$ cat src/rtl/arith_pkg.sv
// Shared arithmetic-library helpers: constant log2 and the prefix-tree black cell.
package arith_pkg;

    function automatic int clog2(input int value);
        int r;
        r = 0;
        for (int i = 0; i < 31; i++) begin
            if ((32'd1 << i) < value) begin
                r = i + 1;
            end
        end
        return r;
    endfunction

    // (G,T) o (g,t) = (G | T&g, T&t); returns {G, T}
    function automatic logic [1:0] black_cell(input logic g_hi, input logic t_hi,
                                              input logic g_lo, input logic t_lo);
        return {g_hi | (t_hi & g_lo), t_hi & t_lo};
    endfunction

endpackage

$ cat src/rtl/prefix_level_reg.sv
// One Sklansky level of the borrow prefix tree followed by enable-gated registers.
module prefix_level_reg
    import arith_pkg::*;
#(
    parameter int WIDTH = 16,
    parameter int LVL   = 0
) (
    input  logic             clk,
    input  logic             rst_n,
    input  logic             en,
    input  logic             in_valid,
    input  logic [WIDTH-1:0] g_in,
    input  logic [WIDTH-1:0] t_in,
    input  logic [WIDTH-1:0] x_in,
    output logic             out_valid,
    output logic [WIDTH-1:0] g_out,
    output logic [WIDTH-1:0] t_out,
    output logic [WIDTH-1:0] x_out
);

    logic [WIDTH-1:0] g_n;
    logic [WIDTH-1:0] t_n;
    logic [WIDTH-1:0] g_d, t_d, x_d;
    logic [WIDTH-1:0] g_q, t_q, x_q;
    logic             valid_d, valid_q;

    // Bits in the upper half of each 2^(LVL+1) group merge with the top bit of the lower half.
    for (genvar j = 0; j < WIDTH; j++) begin : g_bit
        if (((j >> LVL) % 2) == 1) begin : g_black
            localparam int SRC = ((j >> LVL) << LVL) - 1;
            assign {g_n[j], t_n[j]} = black_cell(g_in[j], t_in[j], g_in[SRC], t_in[SRC]);
        end else begin : g_pass
            assign g_n[j] = g_in[j];
            assign t_n[j] = t_in[j];
        end
    end

    // Next-state: shift on enable, hold otherwise.
    always_comb begin
        g_d     = g_q;
        t_d     = t_q;
        x_d     = x_q;
        valid_d = valid_q;
        if (en) begin
            g_d     = g_n;
            t_d     = t_n;
            x_d     = x_in;
            valid_d = in_valid;
        end else begin
            valid_d = valid_q;
        end
    end

    // Valid bit register, cleared by reset.
    always_ff @(posedge clk) begin
        if (!rst_n) begin
            valid_q <= 1'b0;
        end else begin
            valid_q <= valid_d;
        end
    end

    // Data registers; contents are don't-care while the valid bit is low.
    always_ff @(posedge clk) begin
        g_q <= g_d;
        t_q <= t_d;
        x_q <= x_d;
    end

    assign out_valid = valid_q;
    assign g_out     = g_q;
    assign t_out     = t_q;
    assign x_out     = x_q;

endmodule

$ cat src/rtl/prefix_sub_pipe.sv
// Pipelined Sklansky prefix subtractor: diff = a - b - bin with borrow-out and zero flag.
module prefix_sub_pipe
    import arith_pkg::*;
#(
    parameter int WIDTH = 16
) (
    input  logic             clk,
    input  logic             rst_n,
    input  logic             in_valid,
    output logic             in_ready,
    input  logic [WIDTH-1:0] a,
    input  logic [WIDTH-1:0] b,
    input  logic             bin,
    output logic             out_valid,
    input  logic             out_ready,
    output logic [WIDTH-1:0] diff,
    output logic             bout,
    output logic             zero
);

    localparam int LEVELS = clog2(WIDTH);

    logic             en;
    logic [WIDTH-1:0] s0_g_d, s0_t_d, s0_x_d;
    logic [WIDTH-1:0] s0_g_q, s0_t_q, s0_x_q;
    logic             s0_valid_d, s0_valid_q;

    logic [WIDTH-1:0] g_s [0:LEVELS];
    logic [WIDTH-1:0] t_s [0:LEVELS];
    logic [WIDTH-1:0] x_s [0:LEVELS];
    logic             v_s [0:LEVELS];

    logic [WIDTH-1:0] diff_d, diff_q;
    logic             bout_d, bout_q;
    logic             zero_d, zero_q;
    logic             out_valid_d, out_valid_q;

    assign en       = ~out_valid_q | out_ready;
    assign in_ready = en;

    // S0 terms. bin (bit -1, t=0) is folded into bit 0 here, and into x[0] so the
    // output stage only needs B[i-1] for i >= 1.
    always_comb begin
        s0_g_d     = s0_g_q;
        s0_t_d     = s0_t_q;
        s0_x_d     = s0_x_q;
        s0_valid_d = s0_valid_q;
        if (en) begin
            s0_g_d     = ~a & b;
            s0_t_d     = ~(a ^ b);
            s0_x_d     = a ^ b;
            s0_g_d[0]  = (~a[0] & b[0]) | (~(a[0] ^ b[0]) & bin);
            s0_t_d[0]  = 1'b0;
            s0_x_d[0]  = a[0] ^ b[0] ^ bin;
            s0_valid_d = in_valid;
        end else begin
            s0_valid_d = s0_valid_q;
        end
    end

    // S0 valid register.
    always_ff @(posedge clk) begin
        if (!rst_n) begin
            s0_valid_q <= 1'b0;
        end else begin
            s0_valid_q <= s0_valid_d;
        end
    end

    // S0 data registers.
    always_ff @(posedge clk) begin
        s0_g_q <= s0_g_d;
        s0_t_q <= s0_t_d;
        s0_x_q <= s0_x_d;
    end

    assign g_s[0] = s0_g_q;
    assign t_s[0] = s0_t_q;
    assign x_s[0] = s0_x_q;
    assign v_s[0] = s0_valid_q;

    for (genvar lvl = 0; lvl < LEVELS; lvl++) begin : g_level
        prefix_level_reg #(
            .WIDTH (WIDTH),
            .LVL   (lvl)
        ) u_level (
            .clk       (clk),
            .rst_n     (rst_n),
            .en        (en),
            .in_valid  (v_s[lvl]),
            .g_in      (g_s[lvl]),
            .t_in      (t_s[lvl]),
            .x_in      (x_s[lvl]),
            .out_valid (v_s[lvl+1]),
            .g_out     (g_s[lvl+1]),
            .t_out     (t_s[lvl+1]),
            .x_out     (x_s[lvl+1])
        );
    end

    // Output stage: after the last level g_s holds the borrow out of every bit.
    always_comb begin
        diff_d      = diff_q;
        bout_d      = bout_q;
        zero_d      = zero_q;
        out_valid_d = out_valid_q;
        if (en) begin
            diff_d      = x_s[LEVELS] ^ {g_s[LEVELS][WIDTH-2:0], 1'b0};
            bout_d      = g_s[LEVELS][WIDTH-1];
            zero_d      = ~|(x_s[LEVELS] ^ {g_s[LEVELS][WIDTH-2:0], 1'b0});
            out_valid_d = v_s[LEVELS];
        end else begin
            out_valid_d = out_valid_q;
        end
    end

    // Output registers, fully cleared by reset.
    always_ff @(posedge clk) begin
        if (!rst_n) begin
            out_valid_q <= 1'b0;
            diff_q      <= {WIDTH{1'b0}};
            bout_q      <= 1'b0;
            zero_q      <= 1'b0;
        end else begin
            out_valid_q <= out_valid_d;
            diff_q      <= diff_d;
            bout_q      <= bout_d;
            zero_q      <= zero_d;
        end
    end

    assign out_valid = out_valid_q;
    assign diff      = diff_q;
    assign bout      = bout_q;
    assign zero      = zero_q;

endmodule

$ cat config.mk
export PLATFORM = sky130hd
export DESIGN_NAME = prefix_sub_pipe
export DESIGN_NICKNAME = d
export VERILOG_FILES = /design/src/rtl/arith_pkg.sv /design/src/rtl/prefix_level_reg.sv /design/src/rtl/prefix_sub_pipe.sv
export SDC_FILE = /design/constraint.sdc
export NUM_CORES = 1
export LEC_CHECK = 0
export ABC_AREA = 1
export CAP_MARGIN = 20
export CORE_AREA = 3 3 164 134
export DETAILED_ROUTE_END_ITERATION = 7
export DIE_AREA = 0 0 167 137
export GPL_TIMING_DRIVEN = 0
export PLACE_DENSITY = 0.58
export SLEW_MARGIN = 10
export SYNTH_ARGS = -nofsm -noshare
export SYNTH_HDL_FRONTEND = slang
export SYNTH_SLANG_ARGS = --single-unit
$ cat constraint.sdc
create_clock -name clk -period 6.3 [get_ports clk]
set_input_delay 1.575 -clock clk [delete_from_list [all_inputs] [get_ports clk]]
set_output_delay 1.575 -clock clk [all_outputs]
set_load 0.01 [all_outputs]
-- Yosys cells after proc, flatten, opt, wreduce, memory -nomap -nowiden
Cells that the tools add are included.
- register bits after elaboration: 233
- bits of input ports: 37
- word-level logic and storage cells: 120
- bitwise operators: 95
- reductions and logical operators: 2
- operators by type and width (operator ; count):
    1-bit AND ; 51
    1-bit bitwise OR ; 34
    16-bit inverter ; 2
    16-bit bitwise XOR ; 2
    16-bit AND ; 1
    16-bit OR reduction ; 1
    1-bit inverter ; 3
    1-bit bitwise XOR ; 2
    1-bit logical NOT ; 1

-- Logic depth before layout (Yosys ltp)
Gate-level depths: netlist of the first run.
- depth after elaboration: 4
- gate-level depth with buffers: 8

-- Hierarchy
Synthesis of the first run repeated with hierarchy kept, for this count alone.
- cells, all modules: 572
- area, all modules: 9180.1 um^2
- by module, submodules not included (module ; times used ; cells each ; area an instance (um^2)):
    prefix_level_reg (g_level[0].u_level ...) ; 3 ; 78 ; 1602.8
    prefix_sub_pipe ; 1 ; 258 ; 2755.1
    prefix_level_reg (g_level[3].u_level) ; 1 ; 80 ; 1616.6

-- Worst setup path after synthesis of the first run
OpenSTA, ideal clock, no wires.
- path kind: input port to output port
- start point: in out_ready
- end point: out in_ready
- arrival: 2.895 ns
- required time: 4.725 ns
- slack: 1.830 ns
- stages on the path: 4
- buffers on the path: 2
- cells stage by stage: inv_2 > nand2_4 > buf_2 > buf_6
- word-level cells in the longest chain between the ends: 1
- RTL lines (item ; line ; text):
    start: declaration ; prefix_sub_pipe.sv:15 ; input logic out_ready,
    1-bit bitwise OR ; prefix_sub_pipe.sv:38 ; assign en = ~out_valid_q | out_ready;
    end: declaration ; prefix_sub_pipe.sv:10 ; output logic in_ready,
Every way passes these cells.

-- Worst setup path after layout of the first run
Ends and elaborated chain as after synthesis.

==> results of run 1 <==
where the power goes:
group | internal, mW | switching (mW)
Combinational | 0.0881 | 0.0791
Clock | 0.838 | 0.521
Sequential | 1.86 | 0.0603
Total | 2.79 | 0.660
routing by layer:
metal / global-route usage / up-vias
met3: 0.0202 / 22
met5: 0 / -
met4: 0.0344 / 0
met2: 0.150 / 71
met1: 0.122 / 1738
li1: - / 1928
cells by family after synthesis:
group	share of synthesized area
compound gates	0.0563
fa+ha+maj	0.0255
buf+inv	0.0432
flops	0.831
simple gates	0.0443
per-stage QoR:
stage                     hold WS (ns)  area, µm²  instances  setup slack [ns]  power (mW)
after floorplan                  0.400       8130        504              1.83        2.03
after global placement           0.400       9030        829             0.189        2.12
after detailed placement         0.405       9060        830             0.996        2.13
after CTS                        0.417       9840        872             0.990        3.50
after global routing             0.422       9840        872             0.867        3.59
final                            0.416       9840        872              1.01        3.45
sequential cells by signal, summed over array words and instances (netlist names):
register                   cells
zero                           1
bout                           1
g_level.u_level.out_valid      4
diff                          16
out_valid                      1
s0_x_q                        16
s0_t_q                        15
g_level.u_level.x_out         64
g_level.u_level.t_out         34
s0_g_q                        16
s0_valid_q                     1
g_level.u_level.g_out         64
layout by cell type, fill, tap and decap left out, drive strengths merged:
cell type      count
buf                7
dfxtp             24
clkbuf            34
a31oi             15
o21ai             22
fa                 1
nand2             70
a21oi              2
bufinv             2
nor2              24
edfxtp           209
a21o              32
clkinvlp           1
clkinv             6
clkdlybuf4s50     56
inv               83
ha                15
synth_stat cells (all sizes together):
master  instances  area, µm²
a21o           32        240
a21oi           2       13.8
a31oi          15       93.8
buf             6       36.3
clkbuf          1       3.75
dfxtp          24        480
edfxtp        209       6280
fa              1       20.0
ha             15        188
inv            83        312
nand2          70        270
nor2           24       90.1
o21ai          22        110
cell type report:
cell class,count,area [µm²],area share
sequential,233,6760,0.686
multi-input combinational,181,1030,0.104
clock buffer,33,686,0.0697
timing repair buffer,57,588,0.0598
tap,269,337,0.0342
inverter,83,312,0.0317
clock inverter,9,93.8,0.00953
buffer,7,43.8,0.00445
worst paths after layout:
kind                            slack (ns)                                     to  cells past startpoint
worst min-delay path                  0.42  g_level[0].u_level.x_out[2]$_DFFE_PP_                      0
worst min register to register        0.42  g_level[0].u_level.x_out[2]$_DFFE_PP_                      0
worst max-delay path                  1.01                               in_ready                      6
worst max register to register        4.10                   s0_x_q[15]$_DFFE_PP_                      4
==> impl_metrics.toml, run 1 <==
[run_status]
status = "finished clean"

[finish]
drive_above_1_share = 0.0730
fin_nets = 640
n_antenna_cell = 0
area_growth_pct = 21.0
finish.utilization = 0.480
fillers = 1758

[clock_network]
clockBufferDepth = 3
htreeDepth = 1
cts_resized = 0
root_buffer = "clkbuf_16"
numCtsBuffers = 24
clock-sinks = 233
cts_setup_buffers = 0
clock_latency_ns = 0.50
cts.clk_slew.worst_paths_ns = 0.06
hold_buffers = 0
cts_tree = "built"

[logic_synthesis]
syn_area_um2 = 8130
seq_area_frac_synth = 0.831
syn_inst = 504
syn-num-nets = 557
yosysWarnings = 0
avgSynthCellArea_um2 = 16.1
ys_seq_elements = 233
ys_types = 17

[global_route]
grt_overflow = 0
grt_pass1_vias = 3695
grt_pass1_wl_mm = 17.3
antenna_found_initial = 0
grt_util_all_layers = 0.0920
grt_start_max_net_pins = 112

[timing]
max_freq_mhz = 189
tns_ns = 0
relSlewSlack = 0.492
rsz0062_at_grt = "no"
hold_viol = 0
slew_violations = 0
final-setup-viol-count = 0
fin_crit_sh = 0.840
fin_skew_ns = 0.00574
tightest_slew_ns = 0.762
period_needed_ns = 5.29

[floorplanning]
start_util = 0.396
chipWidth_um = 167
coreArea_um2 = 20500
io_pins = 57
die_area_um2 = 22900
rows = 47
die_h_um = 137

[critical_path]
worstSetupPathType = "in -> out"
cp_common_cell = "clkdlybuf4s50_1"
cpLargestDelayFamily = "buffers and inverters"
slowest_stage = "clkdlybuf4s50_1"
arrival_ns = 3.72
timing.rr.start = "out_valid$_SDFFE_PN0P_"
cp_cell_sequence = "clkdlybuf4s50_1 > inv_2 > nand2_4 > buf_2 > buf_8 > clkdlybuf4s50_1"
worst_path_largest_cell_delay_ns = 0.67
worst-path-max-fanout = 109
cp-start-kind = "input port"
crit_required_ns = 4.72
endpoint_kind = "output port"
cp_num_buf_inv = 5
crit_path_start = "out_ready"

[power_and_ir_drop]
peakVddDrop_mv = 0.207
p_leak_nw = 4.25
p_per_area_nw_per_um2 = 350

[detailed_routing]
firstDrtPassIters = 4
vias = 3759
viasPerCell = 4.31
wl_met1_mm = 4.97
drcViolationCount = 0
dr_wl_met3_um = 430
drtIter0Drc = 360
finalWirelength_mm = 10.6
ant_nets = 0
met2_wirelength_mm = 4.86
routedWlPerCell_um = 12.1
routed.top_layer = "met4"

[worst_hold_path]
hp-class = "reg -> reg"
min_from = "s0_x_q[2]$_DFFE_PP_"

[placed_design]
dp_hpwl_mm = 6.70
portBuffers = 56
gp_congestion = 0.746

[job]
max-cap-violations = 0
No activity file was read; power rests on OpenSTA's default activity.
==> run 2, diff against run 1 <==
PLACE_DENSITY = 0.6   (was 0.58)
clock period = 4.5 ns   (was 6.3 ns; I/O delays follow)
==> run 2 against run 1 <==
Net effect: clock power is 39% higher; flip-flop and latch count did not move; via count increased by 0.16%; wire length is 4.2% higher; critical path depth is 1 higher; first-iteration DRC count decreased by 14%; clock skew up 0.0028 ns; worst hold slack worse by 0.0014 ns; register-to-register slack worse by 1.4 ns; largest power group unchanged.
==> impl_metrics.toml, run 2 (synthesis gave the netlist of run 1 again) <==
[clock_network]
root_buffer = "clkbuf_16"
htreeDepth = 1
hold_buffers = 0
cts_tree = "built"
clock_latency_ns = 0.49
numCtsBuffers = 23
clockBufferDepth = 3
cts.clk_slew.worst_paths_ns = 0.06
clock-sinks = 233

[global_route]
grt_start_max_net_pins = 64
grt_pass1_vias = 3807
antenna_found_initial = 0
grt_pass1_wl_mm = 18.4
grt_overflow = 0
grt_util_all_layers = 0.0982

[critical_path]
worstSetupPathType = "in -> out"
arrival_ns = 3.24
ff2ff_setup_slack_ns = 2.70
timing.rr.start = "out_valid$_SDFFE_PN0P_"
worstRegToRegCells = 4
worst-path-max-fanout = 63
endpoint_kind = "output port"
rr_endpoint = "g_level[3].u_level.x_out[5]$_DFFE_PP_"
crit_required_ns = 3.38
cp-start-kind = "input port"

[finish]
fillers = 1716
layout_common_cells = "edfxtp_1, inv_1, nand2_1"
final_common_cell = "edfxtp_1"
finish.utilization = 0.482
n_antenna_cell = 0
regArea_um2 = 6760
fin_nets = 641
multi_input_area_um2 = 1030
finalInstanceArea_um2 = 9900
area_growth_pct = 21.7
drive_above_1_share = 0.0746

[timing]
period_needed_ns = 4.36
max_freq_mhz = 229
rsz0062_at_grt = "no"
hold_viol = 0
final-setup-viol-count = 0
fin_crit_sh = 0.969
slew_violations = 0
relSlewSlack = 0.711
fin_skew_ns = 0.00850
setup_ws_ns = 0.139
whs_ns = 0.415
tightest_slew_ns = 0.433

[worst_hold_path]
worstHoldPathCells = 0
holdPathEnd = "g_level[2].u_level.x_out[4]$_DFFE_PP_"
hp-class = "reg -> reg"
min_from = "g_level[1].u_level.x_out[4]$_DFFE_PP_"

[power_and_ir_drop]
power_mw = 4.82
peakVddDrop_mv = 0.223
p_per_area_nw_per_um2 = 487
p_leak_nw = 4.30

[placed_design]
gp_congestion = 0.765
dp_hpwl_mm = 6.88
place_ws_ns = -0.372
portBuffers = 56
dpl_cell_area_um2 = 9060

[detailed_routing]
finalWirelength_mm = 11.0
routedWlPerCell_um = 12.6
drtIter0Drc = 311
drcViolationCount = 0
viasPerCell = 4.32
ant_nets = 0
vias = 3765
firstDrtPassIters = 5

[floorplanning]
io_pins = 57
die_area_um2 = 22900
chipWidth_um = 167
rows = 47
coreArea_um2 = 20500
die_h_um = 137
start_util = 0.396

[run_status]
status = "finished clean"

[job]
max-cap-violations = 0
==> run 2: repair_timing <==
action                                  in CTS  in global routing
resized for setup                            2                  0
hold endpoints to repair                     0                  0
endpoints found under the setup margin       1                  0
buffers inserted                             0                  0
==> run 2: worst max path at each step <==
stage                     slack (ns)  cells past startpoint  startpoint  endpoint
after floorplan                 0.93                      4   out_ready  in_ready
after global placement         -0.71                      6   out_ready  in_ready
after detailed placement       -0.37                      7   out_ready  in_ready
after CTS                       0.14                      7   out_ready  in_ready
after global routing            0.01                      7   out_ready  in_ready
final                           0.14                      7   out_ready  in_ready
==> run 2: area by class of cell <==
| type | instances | share of cell area |
|---|---|---|
| Timing Repair Buffer | 59 | 0.0660 |
| Clock inverter | 13 | 0.0167 |
| Buffer | 7 | 0.00569 |
| Tap cell | 269 | 0.0340 |
| Inverter | 83 | 0.0315 |
| Sequential cell | 233 | 0.683 |
| Clock buffer | 27 | 0.0597 |
| Multi-Input combinational cell | 181 | 0.104 |
==> run 2: critical path: stages <==
cell	delay (ns)
clkdlybuf4s50_1	0.47
inv_2	0.04
nand2_4	0.06
buf_2	0.28
buf_16	0.28
buf_16	0.32
clkdlybuf4s50_1	0.60
==> run 2: where the power goes <==
| group | switching (mW) | internal, mW |
|---|---|---|
| logic | 0.112 | 0.125 |
| registers | 0.0883 | 2.61 |
| clock network | 0.725 | 1.16 |
==> run 2: layer usage <==
layer  wire length (µm)  up-vias  track usage
met3                465       25       0.0196
met1               5260     1729        0.139
li1                   -     1938            -
met5                  0        -            0
met2               4960       73        0.154
met4                308        0       0.0339
==> run 2: stage by stage <==
stage / cells / setup TNS, ns
floorplan: 504 / 0
global placement: 829 / -0.713
detailed placement: 830 / -0.372
CTS: 872 / 0
global route: 872 / 0
finish: 872 / 0
